==> src/rtl/pipe_skid_reg.sv <==
// Two-entry skid register: main drives o_data, skid absorbs the word in flight when downstream stalls.
// One-cycle latency, one transfer per cycle; o_ready is registered and drops only when both entries are held.
module pipe_skid_reg #(
  parameter int                 DATA_W      = 96,
  parameter logic [DATA_W-1:0]  RESET_VAL   = '0,
  parameter bit                 FLUSH_CLEAR = 1'b1
) (
  input  logic              i_clk,
  input  logic              i_rst,
  input  logic              i_flush,
  input  logic              i_valid,
  output logic              o_ready,
  input  logic [DATA_W-1:0] i_data,
  output logic              o_valid,
  input  logic              i_ready,
  output logic [DATA_W-1:0] o_data,
  output logic [1:0]        o_count,
  output logic [15:0]       o_drop_cnt
);

  typedef enum logic [1:0] {
    EMPTY = 2'd0,
    ONE   = 2'd1,
    FULL  = 2'd2
  } state_e;

  state_e            state_q, state_d;
  logic [DATA_W-1:0] main_q, main_d;
  logic [DATA_W-1:0] skid_q, skid_d;
  logic [15:0]       drop_q, drop_d;
  logic              ready_q, ready_d;
  logic              valid_q, valid_d;
  logic [1:0]        count_q, count_d;

  logic              in_xfer;
  logic              out_xfer;
  logic [1:0]        drop_inc;
  logic [16:0]       drop_sum;

  assign in_xfer  = i_valid & ready_q;
  assign out_xfer = valid_q & i_ready;

  // A word leaving in the flush cycle was delivered, so only the remainder counts as dropped.
  assign drop_inc = count_q - 2'(out_xfer);
  assign drop_sum = {1'b0, drop_q} + 17'(drop_inc);

  always_comb begin
    state_d = state_q;
    main_d  = main_q;
    skid_d  = skid_q;
    drop_d  = drop_q;

    if (i_flush) begin
      state_d = EMPTY;
      drop_d  = drop_sum[16] ? 16'hFFFF : drop_sum[15:0];
      if (FLUSH_CLEAR) begin
        main_d = RESET_VAL;
        skid_d = RESET_VAL;
      end
    end else begin
      case (state_q)
        EMPTY: begin
          if (in_xfer) begin
            state_d = ONE;
            main_d  = i_data;
          end
        end
        ONE: begin
          if (in_xfer && out_xfer) begin
            main_d = i_data;
          end else if (in_xfer) begin
            state_d = FULL;
            skid_d  = i_data;
          end else if (out_xfer) begin
            state_d = EMPTY;
          end
        end
        FULL: begin
          if (out_xfer) begin
            state_d = ONE;
            main_d  = skid_q;
          end
        end
        default: begin
          state_d = EMPTY;
        end
      endcase
    end
  end

  // Status outputs are decoded from the next state so they leave the block straight from flops.
  always_comb begin
    ready_d = 1'b1;
    valid_d = 1'b0;
    count_d = 2'd0;
    case (state_d)
      ONE: begin
        valid_d = 1'b1;
        count_d = 2'd1;
      end
      FULL: begin
        valid_d = 1'b1;
        ready_d = 1'b0;
        count_d = 2'd2;
      end
      default: begin
        ready_d = 1'b1;
        valid_d = 1'b0;
        count_d = 2'd0;
      end
    endcase
  end

  always_ff @(posedge i_clk or posedge i_rst) begin
    if (i_rst) begin
      state_q <= EMPTY;
      main_q  <= RESET_VAL;
      skid_q  <= RESET_VAL;
      drop_q  <= 16'h0000;
      ready_q <= 1'b1;
      valid_q <= 1'b0;
      count_q <= 2'd0;
    end else begin
      state_q <= state_d;
      main_q  <= main_d;
      skid_q  <= skid_d;
      drop_q  <= drop_d;
      ready_q <= ready_d;
      valid_q <= valid_d;
      count_q <= count_d;
    end
  end

  assign o_ready    = ready_q;
  assign o_valid    = valid_q;
  assign o_count    = count_q;
  assign o_data     = main_q;
  assign o_drop_cnt = drop_q;

endmodule

==> config.mk <==
export PLATFORM = sky130hd
export DESIGN_NAME = pipe_skid_reg
export DESIGN_NICKNAME = d
export VERILOG_FILES = /design/src/rtl/pipe_skid_reg.sv
export SDC_FILE = /design/constraint.sdc
export NUM_CORES = 1
export LEC_CHECK = 0
export CORE_MARGIN = 2
export CORE_UTILIZATION = 48
export CTS_BUF_LIST = sky130_fd_sc_hd__clkbuf_4 sky130_fd_sc_hd__clkbuf_8
export CTS_CLUSTER_DIAMETER = 150
export DETAILED_ROUTE_END_ITERATION = 10
export GPL_TIMING_DRIVEN = 0
export PLACE_DENSITY = 0.79
export RECOVER_POWER = 25
export SYNTH_ARGS = -nofsm -noshare
export SYNTH_HDL_FRONTEND = slang
export SYNTH_SLANG_ARGS = --single-unit
export TNS_END_PERCENT = 5
==> constraint.sdc <==
create_clock -name i_clk -period 7.57 [get_ports i_clk]
set_input_delay 1.514 -clock i_clk [delete_from_list [all_inputs] [get_ports i_clk]]
set_output_delay 1.514 -clock i_clk [all_outputs]
set_load 0.02 [all_outputs]
# --- After elaboration in Yosys (flattened, before gate mapping) ---
# Cells that the tools add are included.
op_classes:
  n_addsub: 2
  eq_ne: 8
  n_mux: 19
  n_bitwise: 2
  n_reduce_logical: 8
op_table:
  columns: ["op", "count"]
  rows:
  - ["$mux W96", 7]
  - ["$pmux W96 S3", 1]
  - ["$add A16 B2 Y17", 1]
  - ["$mux W16", 1]
  - ["$mux W2", 6]
  - ["$ne A3 B3 Y1 const B", 3]
  - ["$pmux W2 S3", 1]
  - ["$eq A2 B1 Y1 const B", 2]
  - ["$eq A2 B2 Y1 const B", 2]
  - ["$pmux W2 S2", 1]
  - ["$reduce_and A4 Y1", 1]
  - ["$reduce_bool A2 Y1", 2]
  - ["$reduce_bool A4 Y1", 1]
  - ["$reduce_and A3 Y1", 1]
  - ["$and A1 B1 Y1", 2]
  - ["$logic_not A2 Y1", 1]
  - ["$mux W1", 2]
  - ["$ne A2 B2 Y1 const B", 1]
  - ["$reduce_or A2 Y1", 1]
  - ["$sub A2 B1 Y2", 1]
  - ["$logic_and A1 B1 Y1", 1]
totals:
  register_bits: 214
  elab_cells: 46

# --- Longest topological paths before layout ---
# Gate-level depths: netlist (run 1).
depth:
  word_depth: 9
  ltp_mapped: 11

# --- Least setup slack after synthesis (run 1) ---
# OpenSTA, ideal clock, no wires.
synth_timing:
  kind: "input to register"
  from: "input port i_ready"
  to: "register drop_q[0] (netlist: o_drop_cnt[0])"
  setup_time_ps: 134
  arrival_time_ps: 3289
  required_ps: 7436
  setup_slack_ps: 4147
  stages: 11
  path_cell_list: "nand2_1 -> inv_1 -> ha_1 -> inv_1 -> ha_1 -> fa_1 -> nand3_1 -> nor2_1 -> nand4_1 -> clkbuf_1 -> nand2_1"
synth_between:
  elab_chain_len: 4
synth_rtl:
  columns: ["item", "line", "rtl"]
  rows:
  - ["start: declaration", "15", "input logic i_ready,"]
  - ["$and A1 B1 Y1", "41", "assign out_xfer = valid_q & i_ready;"]
  - ["$sub A2 B1 Y2", "44", "assign drop_inc = count_q - 2'(out_xfer);"]
  - ["$add A16 B2 Y17", "45", "assign drop_sum = {1'b0, drop_q} + 17'(drop_inc);"]
  - ["$mux W16", "55", "drop_d = drop_sum[16] ? 16'hFFFF : drop_sum[15:0];"]
  - ["end signal: assignment", "127", "drop_q <= drop_d;"]
  - ["end: declaration", "30", "logic [15:0] drop_q, drop_d;"]
# Every way passes these cells.
# A chain may end at the register's enable or synchronous reset.

==> run metrics, run 1 <==
Net Sw Frac 0.301; Tot GR Track Use 0.252; cell area after synthesis 0.00990 mm²; Worst Slack Setup Final 2910 ps; status finished, violations left; Hold EP o_data[85]; Vias/cell 5.29; Synth async-reset ratio 1.00; sequential area share after synthesis 0.541; # diodes 0; Ys Warns 0; vias in the first global route 8259; cell-internal power 2.19 mW; Startpoint Class input port; dpl ws 3240 ps; core area 0.0202 mm²; via count 8534; FF+latch count, synth 214; HPWL after DPL 19000 µm; required time of the critical path 7460 ps; fin crit period 4660 ps; num rows 52; Final Cycle Share 0.615; RSZ-0062 raised after global routing false; Num Clock Sinks 214; pin count of the biggest net entering global routing 121; clock root cell clkbuf_8; worst hold margin 504 ps; first-pass GRT wire length 43800 µm; CTS Buf Count 38; Hold Path Cell Cnt 1; min-delay worst type register to register; maximum fanout along the worst path 95; Worst-Margin Slew 4280 ps; clock skew 19.6 ps; Clock power frac 0.326; Crit Path Class input port to async pin; Cell Chain, Critical Path dlygate4sd3_1 -> clkinvlp_2; chip width 148 µm; part of the power in combinational logic 0.246; IO Port Bufs 216; post-CTS setup buffers 0; initial antenna violation count 1; R2R cell count 11; Final Wtd Congestion 0.809; P_sw 0.941 mW; Primary FF master, synth dfrtp_1; layout cell share with drive strength beyond 1 0.113; final WL 27600 µm; 1st-iter DRT viols 585; worst path arrival time 4540 ps; failing checks capacitance limit, slew limit; H-tree depth 2; Skew-Pair Late Insertion Delay 530 ps; launch point of the worst reg-to-reg path o_valid; r2r endpoint o_drop_cnt[4]; Worst path top cell family by delay buffers and inverters; max-cap violations 1; Slowest-stage cell, CP clkinvlp_2; synthesized net count 1176; fin. max-slew vios 95; Post-synth EDFFs 0; P_leak 5.84 nW; routed wire length per instance 17.2 µm; Rel. slew slack -1.87; post_cts resized 0; DRC 0; antenna-violating nets left 0; final setup fails 0; die area 0.0218 mm²; Hold Path Origin o_data[85]; PD cells 238 mW/mm²; top post-synthesis cells by area dfrtp_1, nand2_1, a21oi_1; most frequent cells after synthesis nand2_1, dfrtp_1, a21oi_1, clkbuf_1, mux2_4; Final Hold Fails 0; most numerous cell in the Yosys netlist nand2_1; clock tree buffer depth 3; Synth Instances 1068; Clock Pin Slew Worst Setup and Hold Paths 60 ps; max incr delay on CP 2380 ps; largest area contributor in the netlist dfrtp_1; CTS tree done; Seq pwr share 0.428; Initial Util 0.489; top cell type's share of synthesized area 0.538; CP endpoint kind async pin; crit path buf inv count 2; peak supply drop 0.172 mV; CTS Hold Bufs 0; R2R Setup Slk 4860 ps; Synth-to-Final Area Change 32.6%; Fmax 215 MHz; I/O pins 217; First-pass DRT Iterations 5; Yosys cell types 38; nets 1433; Die Ht 148 µm; GRT Residual Overflow 0; Avg Synthesized Cell Area 9.27 µm²
-- power groups by stage --
stage | combinational [mW] | sequential, mW | clock, mW
after floorplan | 0.322 | 1.45 | 0
after global placement | 0.757 | 1.35 | 0
after detailed placement | 0.771 | 1.35 | 0
after CTS | 0.774 | 1.34 | 1.04
after global routing | 0.830 | 1.35 | 1.09
final | 0.769 | 1.34 | 1.02
-- area by class of cell --
cell class              instances  area (µm²)
repair buffers                217        2190
inverters                      10        38.8
clock buffers                  55         682
multi-input cells             764        4150
clock inverters                 2        15.0
plain buffers                  80         353
fillers                      1658        7110
well taps                     270         338
flip-flops and latches        214        5360
-- per-stage QoR --
stage / utilization / cells / area, µm² / setup TNS [ps] / total power, mW
global placement: 0.613 / 1554 / 12400 / -564390 / 2.11
detailed placement: 0.615 / 1555 / 12400 / 0 / 2.13
finish: 0.649 / 1612 / 13100 / 0 / 3.13
CTS: 0.649 / 1612 / 13100 / 0 / 3.16
global route: 0.649 / 1612 / 13100 / 0 / 3.28
floorplan: - / 1068 / 9900 / 0 / 1.77
-- cells by family after synthesis --
group,share of synthesized area
AND/OR/NAND/NOR,0.183
adder cells (fa/ha/maj),0.00960
multiplexers,0.105
buffers and inverters,0.0394
XOR/XNOR,0.00796
AO/OA/AOI/OAI,0.114
flip-flops,0.541
-- per-layer routing --
metal	track usage	vias up	part of all wire
met5	0	-	0.00040
met4	0.0731	2	0.021
met3	0.0762	50	0.089
met2	0.391	309	0.46
met1	0.346	4123	0.43
li1	-	4050	-
-- registers in the layout, indices dropped and copies added, names as in the netlist --
signal / flops
o_count: 2
o_data: 96
o_drop_cnt: 16
o_ready: 1
o_valid: 1
skid_q: 96
state_q: 2
-- worst max path at each step --
stage / end / cells past startpoint / start / slack (ps)
after floorplan: o_count[0] / 1 / i_rst / 210
after global routing: skid_q[88] / 2 / i_rst / 2250
final: skid_q[88] / 2 / i_rst / 2910
after detailed placement: o_valid / 7 / i_flush / 3240
after CTS: o_valid / 7 / i_flush / 3800
after global placement: o_data[53] / 2 / i_rst / -2670
-- cells in the final DEF, fill, tap and decap left out, drive strengths merged --
cell	instances
nor2	26
fa	1
ha	6
nor2b	2
mux2	76
clkinvlp	3
a21oi	178
a31oi	2
nand4bb	1
a311oi	20
clkbuf	114
dlygate4sd3	1
dfrtp	213
nand3	6
nor4	5
a21o	2
inv	9
clkdlybuf4s50	215
and3	4
nand3b	1
nand2	403
buf	22
and3b	1
nand2b	1
nand4	5
o211ai	1
o21ai	3
or2	1
dfstp	1
xor2	2
nand4b	1
mux2i	3
nor3	3
o21ba	1
o21bai	1
xnor2	7
or3	1
(Power assumes the default switching activity.)
==> inputs of run 2 (changes only) <==
CORE_UTILIZATION = 50   (was 48)
clock period = 4.5 ns   (was 7.57 ns; I/O delays follow)
==> run 2 against run 1 <==
Effect of this change:
- non-clock buffer count up 5
- final cell count up 0.62%
- register-to-register slack worse by 3200 ps
- count of clock-buffer cells in the layout up 5
- combinational power up 69%
- largest cell class unchanged
- highest routed layer is now met4
- setup slack worse by 1800 ps
- the flow still finishes with violations (capacitance limit, slew limit)
- clock skew down 8.1 ps
- sequential power up 68%
- critical path type unchanged
- die area down 3.9%
==> run metrics, run 2 (synthesis results as in run 1) <==
num rows 51 (-1.9%); PD cells 409 mW/mm² (+72%); CP endpoint kind async pin; post-CTS setup buffers 0 (unchanged); Vias/cell 5.32 (+0.42%); # diodes 0 (unchanged); post_cts resized 0 (unchanged); required time of the critical path 5200 ps (-2260 ps); status finished, violations left; worst path arrival time 4050 ps (-490 ps); Die Ht 145 µm (-2.0%); Startpoint Class input port; most frequent cells in the layout nand2_1, clkdlybuf4s50_1, dfrtp_1; Util after Layout 0.684 (+0.0352); routed wire length per instance 17.1 µm (about the same); clock root cell clkbuf_8; I/O pins 217 (unchanged); fin. max-slew vios 68 (-28%); clock tree buffer depth 3 (unchanged); core area 0.0195 mm² (-3.8%); Initial Util 0.509 (+0.0194); first-pass GRT wire length 44000 µm (+0.25%); First-pass DRT Iterations 5 (unchanged); Rel. slew slack -0.323 (+1.55); final std cells w/o fill 1622 (+0.62%); H-tree depth 2 (unchanged); CTS tree done; design area 0.0133 mm² (+1.4%); fin crit period 3350 ps; Tot GR Track Use 0.268 (+0.0156); failing checks capacitance limit, slew limit; 1st-iter DRT viols 614 (+5.0%); chip width 145 µm (-2.0%); DRC 0 (unchanged); antenna-violating nets left 0 (unchanged); Crit Path Class input port to async pin; final WL 27800 µm (+0.53%); IO Port Bufs 216 (unchanged); final setup fails 0 (unchanged); peak supply drop 0.282 mV (+64%); commonest non-fill, non-tap cell in the layout nand2_1; placed cell areas 0.0125 mm² (+0.72%); die area 0.0209 mm² (-3.9%); P_leak 5.94 nW (+1.8%); initial antenna violation count 1 (unchanged); max-cap violations 2 (+1); nets 1437 (+0.28%); Post-Place Cells 1555 (unchanged); Skew-Pair Late Insertion Delay 510 ps (-20 ps); Final Hold Fails 0 (unchanged); Worst-Margin Slew 1980 ps (-2290 ps); CTS Buf Count 37 (-2.6%); maximum fanout along the worst path 41 (-57%); min-delay worst type register to register; via count 8623 (+1.0%); layout cell share with drive strength beyond 1 0.121 (+0.00834); setup TNS 0 ps (unchanged); clock skew 11.6 ps (-8.06 ps); Num Clock Sinks 214 (unchanged); Synth-to-Final Area Change 34.4%; Fmax 298 MHz; pin count of the biggest net entering global routing 42 (-65%); Clock Pin Slew Worst Setup and Hold Paths 60 ps (about the same); CTS Hold Bufs 0 (unchanged); Final Cycle Share 0.745; RSZ-0062 raised after global routing false; Final Wtd Congestion 0.834 (+3.1%); vias in the first global route 8505 (+3.0%); HPWL after DPL 19500 µm (+2.3%); GRT Residual Overflow 0 (unchanged)
-- run 2: changes by cell type in the layout (fill, tap and decap cells not counted), sizes merged --
cell and change:
clkinvlp -1, buf +3, clkbuf +7, clkinv +6
-- run 2: through the flow --
step	hold slack, ps	setup WS, ps	total power, mW
finish	507	1150	5.45
detailed placement	495	746	3.59
global placement	491	-894	3.54
CTS	511	1290	5.49
floorplan	502	817	2.98
global route	522	712	5.70
-- run 2: path summary, 6_finish.rpt --
| path | startpoint | endpoint | slack (ps) | depth (start not counted) |
|---|---|---|---|---|
| max | i_rst | o_data[43] | 1150 | 5 |
| min reg2reg | o_data[73] | o_data[73] | 510 | 1 |
| max reg2reg | o_valid | o_drop_cnt[6] | 1700 | 11 |
| max in group i_clk | i_flush | o_valid | 1290 | 7 |
| min in group asynchronous | i_rst | o_data[17] | 960 | 2 |
| min | o_data[73] | o_data[73] | 510 | 1 |
-- run 2: cell type report --
type | instances | area (µm²)
Fill cell | 1562 | 6150
Sequential cell | 214 | 5360
Multi-Input combinational cell | 764 | 4150
Timing Repair Buffer | 222 | 2260
Clock buffer | 60 | 782
Buffer | 80 | 353
Tap cell | 265 | 332
Inverter | 10 | 38.8
Clock inverter | 7 | 37.5
-- run 2: worst max-delay path: stages --
cell and delay, ps:
dlygate4sd3_1 540, clkinvlp_2 520, clkbuf_1 1450, buf_12 320, buf_12 260
-- run 2: per-layer routing --
layer	vias up	global-route usage	share of wire
met1	4217	0.362	0.42
met2	297	0.429	0.48
met3	46	0.0681	0.081
met5	-	0	0
li1	4063	-	-
met4	0	0.0823	0.021
-- run 2: power by group --
group,switching [mW],internal (mW)
clock network,0.800,1.10
logic,0.694,0.607
registers,0.130,2.12
total,1.62,3.83
==> inputs of run 3 (changes only) <==
CORE_UTILIZATION = 48   (was 50)
clock period = 2.9 ns   (was 4.5 ns; I/O delays follow)
==> run 3 against run 2 <==
Effect of this change:
- the flow now finishes without violations
- sequential cell count is the same
- total power grew 57%
- first-iteration DRC count shrank 15%
- clock skew grew 11 ps
- critical path depth grew 7
- worst hold slack lost 4.9 ps
- count of clock-buffer cells in the layout grew 5
- final cell count grew 0.49%
- critical endpoint is now o_drop_cnt[9]
- largest power group unchanged
==> run metrics, run 3 (synthesis results as in run 1) <==
worst hold margin 502 ps (-4.93 ps); Util after Layout 0.660 (-0.0244); CP endpoint kind register; Skew-Pair Late Insertion Delay 520 ps (about the same); post-CTS setup buffers 0 (unchanged); via count 8632 (+0.10%); 1st-iter DRT viols 523 (-15%); dpl ws -560 ps (-1310 ps); IO Port Bufs 216 (unchanged); clock skew 22.5 ps (+10.9 ps); Worst-Margin Slew 1320 ps (-662 ps); RSZ-0062 raised after global routing false; initial antenna violation count 0 (-1); worst path arrival time 3100 ps (-950 ps); Rel. slew slack 0.118 (+0.441); required time of the critical path 3290 ps (-1910 ps); min-delay worst type register to register; die area 0.0218 mm² (+4.1%); vias in the first global route 8424 (-0.95%); H-tree depth 2 (unchanged); DRC 0 (unchanged); Final Wtd Congestion 0.832 (-0.25%); fin. max-slew vios 0 (-100%); final WL 27600 µm (-0.71%); Hold EP o_data[71]; final setup fails 0 (unchanged); first-pass GRT wire length 43800 µm (-0.28%); pin count of the biggest net entering global routing 41 (-2.4%); R2R Setup Slk 270 ps (-1430 ps); Crit Path Class input port to register; fin crit period 2700 ps; Post-Place Cells 1560 (+0.32%); r2r endpoint o_valid; CTS Buf Count 38 (+2.7%); Die Ht 148 µm (+2.0%); final std cells w/o fill 1630 (+0.49%); Power, Total 8.57 mW (+57%); peak supply drop 0.412 mV (+46%); Hold Path Cell Cnt 1 (unchanged); HPWL after DPL 19500 µm (about the same); Clock Pin Slew Worst Setup and Hold Paths 50 ps (about the same); Worst Slack Setup Final 196 ps (-951 ps); status finished clean; I/O pins 217 (unchanged); Initial Util 0.489 (-0.0194); launch point of the worst reg-to-reg path state_q[0]; Num Clock Sinks 214 (unchanged); routed wire length per instance 16.9 µm (-1.2%); Final Cycle Share 0.932; Hold Path Origin o_data[71]; Vias/cell 5.30 (-0.39%); CTS tree done; R2R cell count 10 (-1); num rows 52 (+2.0%); antenna-violating nets left 0 (unchanged); P_leak 5.96 nW (+0.43%); Fmax 370 MHz; layout cell share with drive strength beyond 1 0.124 (+0.00277); max-cap violations 0 (-2); Synth-to-Final Area Change 34.8%; setup TNS 0 ps (unchanged); clock tree buffer depth 3 (unchanged); Final Hold Fails 0 (unchanged); footprint of the multi-input gates 0.00415 mm² (unchanged); GRT Residual Overflow 0 (unchanged); chip width 148 µm (+2.0%); PD cells 642 mW/mm² (+57%); CTS Hold Bufs 0 (unchanged); Tot GR Track Use 0.252 (-0.0157); maximum fanout along the worst path 10 (-76%); commonest non-fill, non-tap cell in the layout nand2_1; design area 0.0133 mm² (+0.26%); register area 0.00536 mm² (unchanged); most frequent cells in the layout nand2_1, clkdlybuf4s50_1, dfrtp_1; fill cell count 1642 (+5.1%); placed cell areas 0.0125 mm² (about the same); clock root cell clkbuf_8; Startpoint Class input port; First-pass DRT Iterations 5 (unchanged); core area 0.0202 mm² (+4.0%); nets 1438 (+0.070%)
## run 3: how the worst max path moves through the flow
stage | endpoint | cells after the start | slack (ps) | from
6_report | o_drop_cnt[9] | 12 | 200 | i_ready
4_1_cts | o_drop_cnt[9] | 12 | 40 | i_ready
5_1_grt | o_drop_cnt[9] | 12 | 20 | i_ready
3_5_place_dp | o_valid | 7 | -560 | i_flush
2_1_floorplan | o_count[0] | 1 | -460 | i_rst
3_3_place_gp | o_data[45] | 2 | -2200 | i_rst
## run 3: where the power goes
group          internal [mW]  switching, mW
Combinational          0.940           1.08
Sequential              3.29          0.200
Clock                   1.84           1.22
## run 3: per-layer routing
metal  track usage  share of wire
met3        0.0670          0.080
met5             0              0
met2         0.407           0.47
met1         0.338           0.43
met4        0.0712          0.021
## run 3: worst max-delay path: stages
cell and delay (ps):
clkdlybuf4s50_1 430, nand2_1 210, inv_1 70, ha_1 280
inv_1 40, ha_1 200, fa_1 410, nand3_1 210
nor2_1 120, nand4_1 200, clkbuf_4 250, nand2_1 80
## run 3: final cells by class
cell class,count,area share
diodes,1,0.000188
plain buffers,80,0.0268
clock buffers,65,0.0605
clock inverters,4,0.00356
inverters,10,0.00291
multi-input cells,764,0.311
flip-flops and latches,214,0.401
well taps,270,0.0253
repair buffers,222,0.168
## run 3: repair_timing
| item | in CTS | in global routing |
|---|---|---|
| hold endpoints to repair | 0 | 0 |
| endpoints found under the setup margin | 1 | 10 |
| pin swaps | 0 | 0 |
| resized for setup | 1 | 4 |
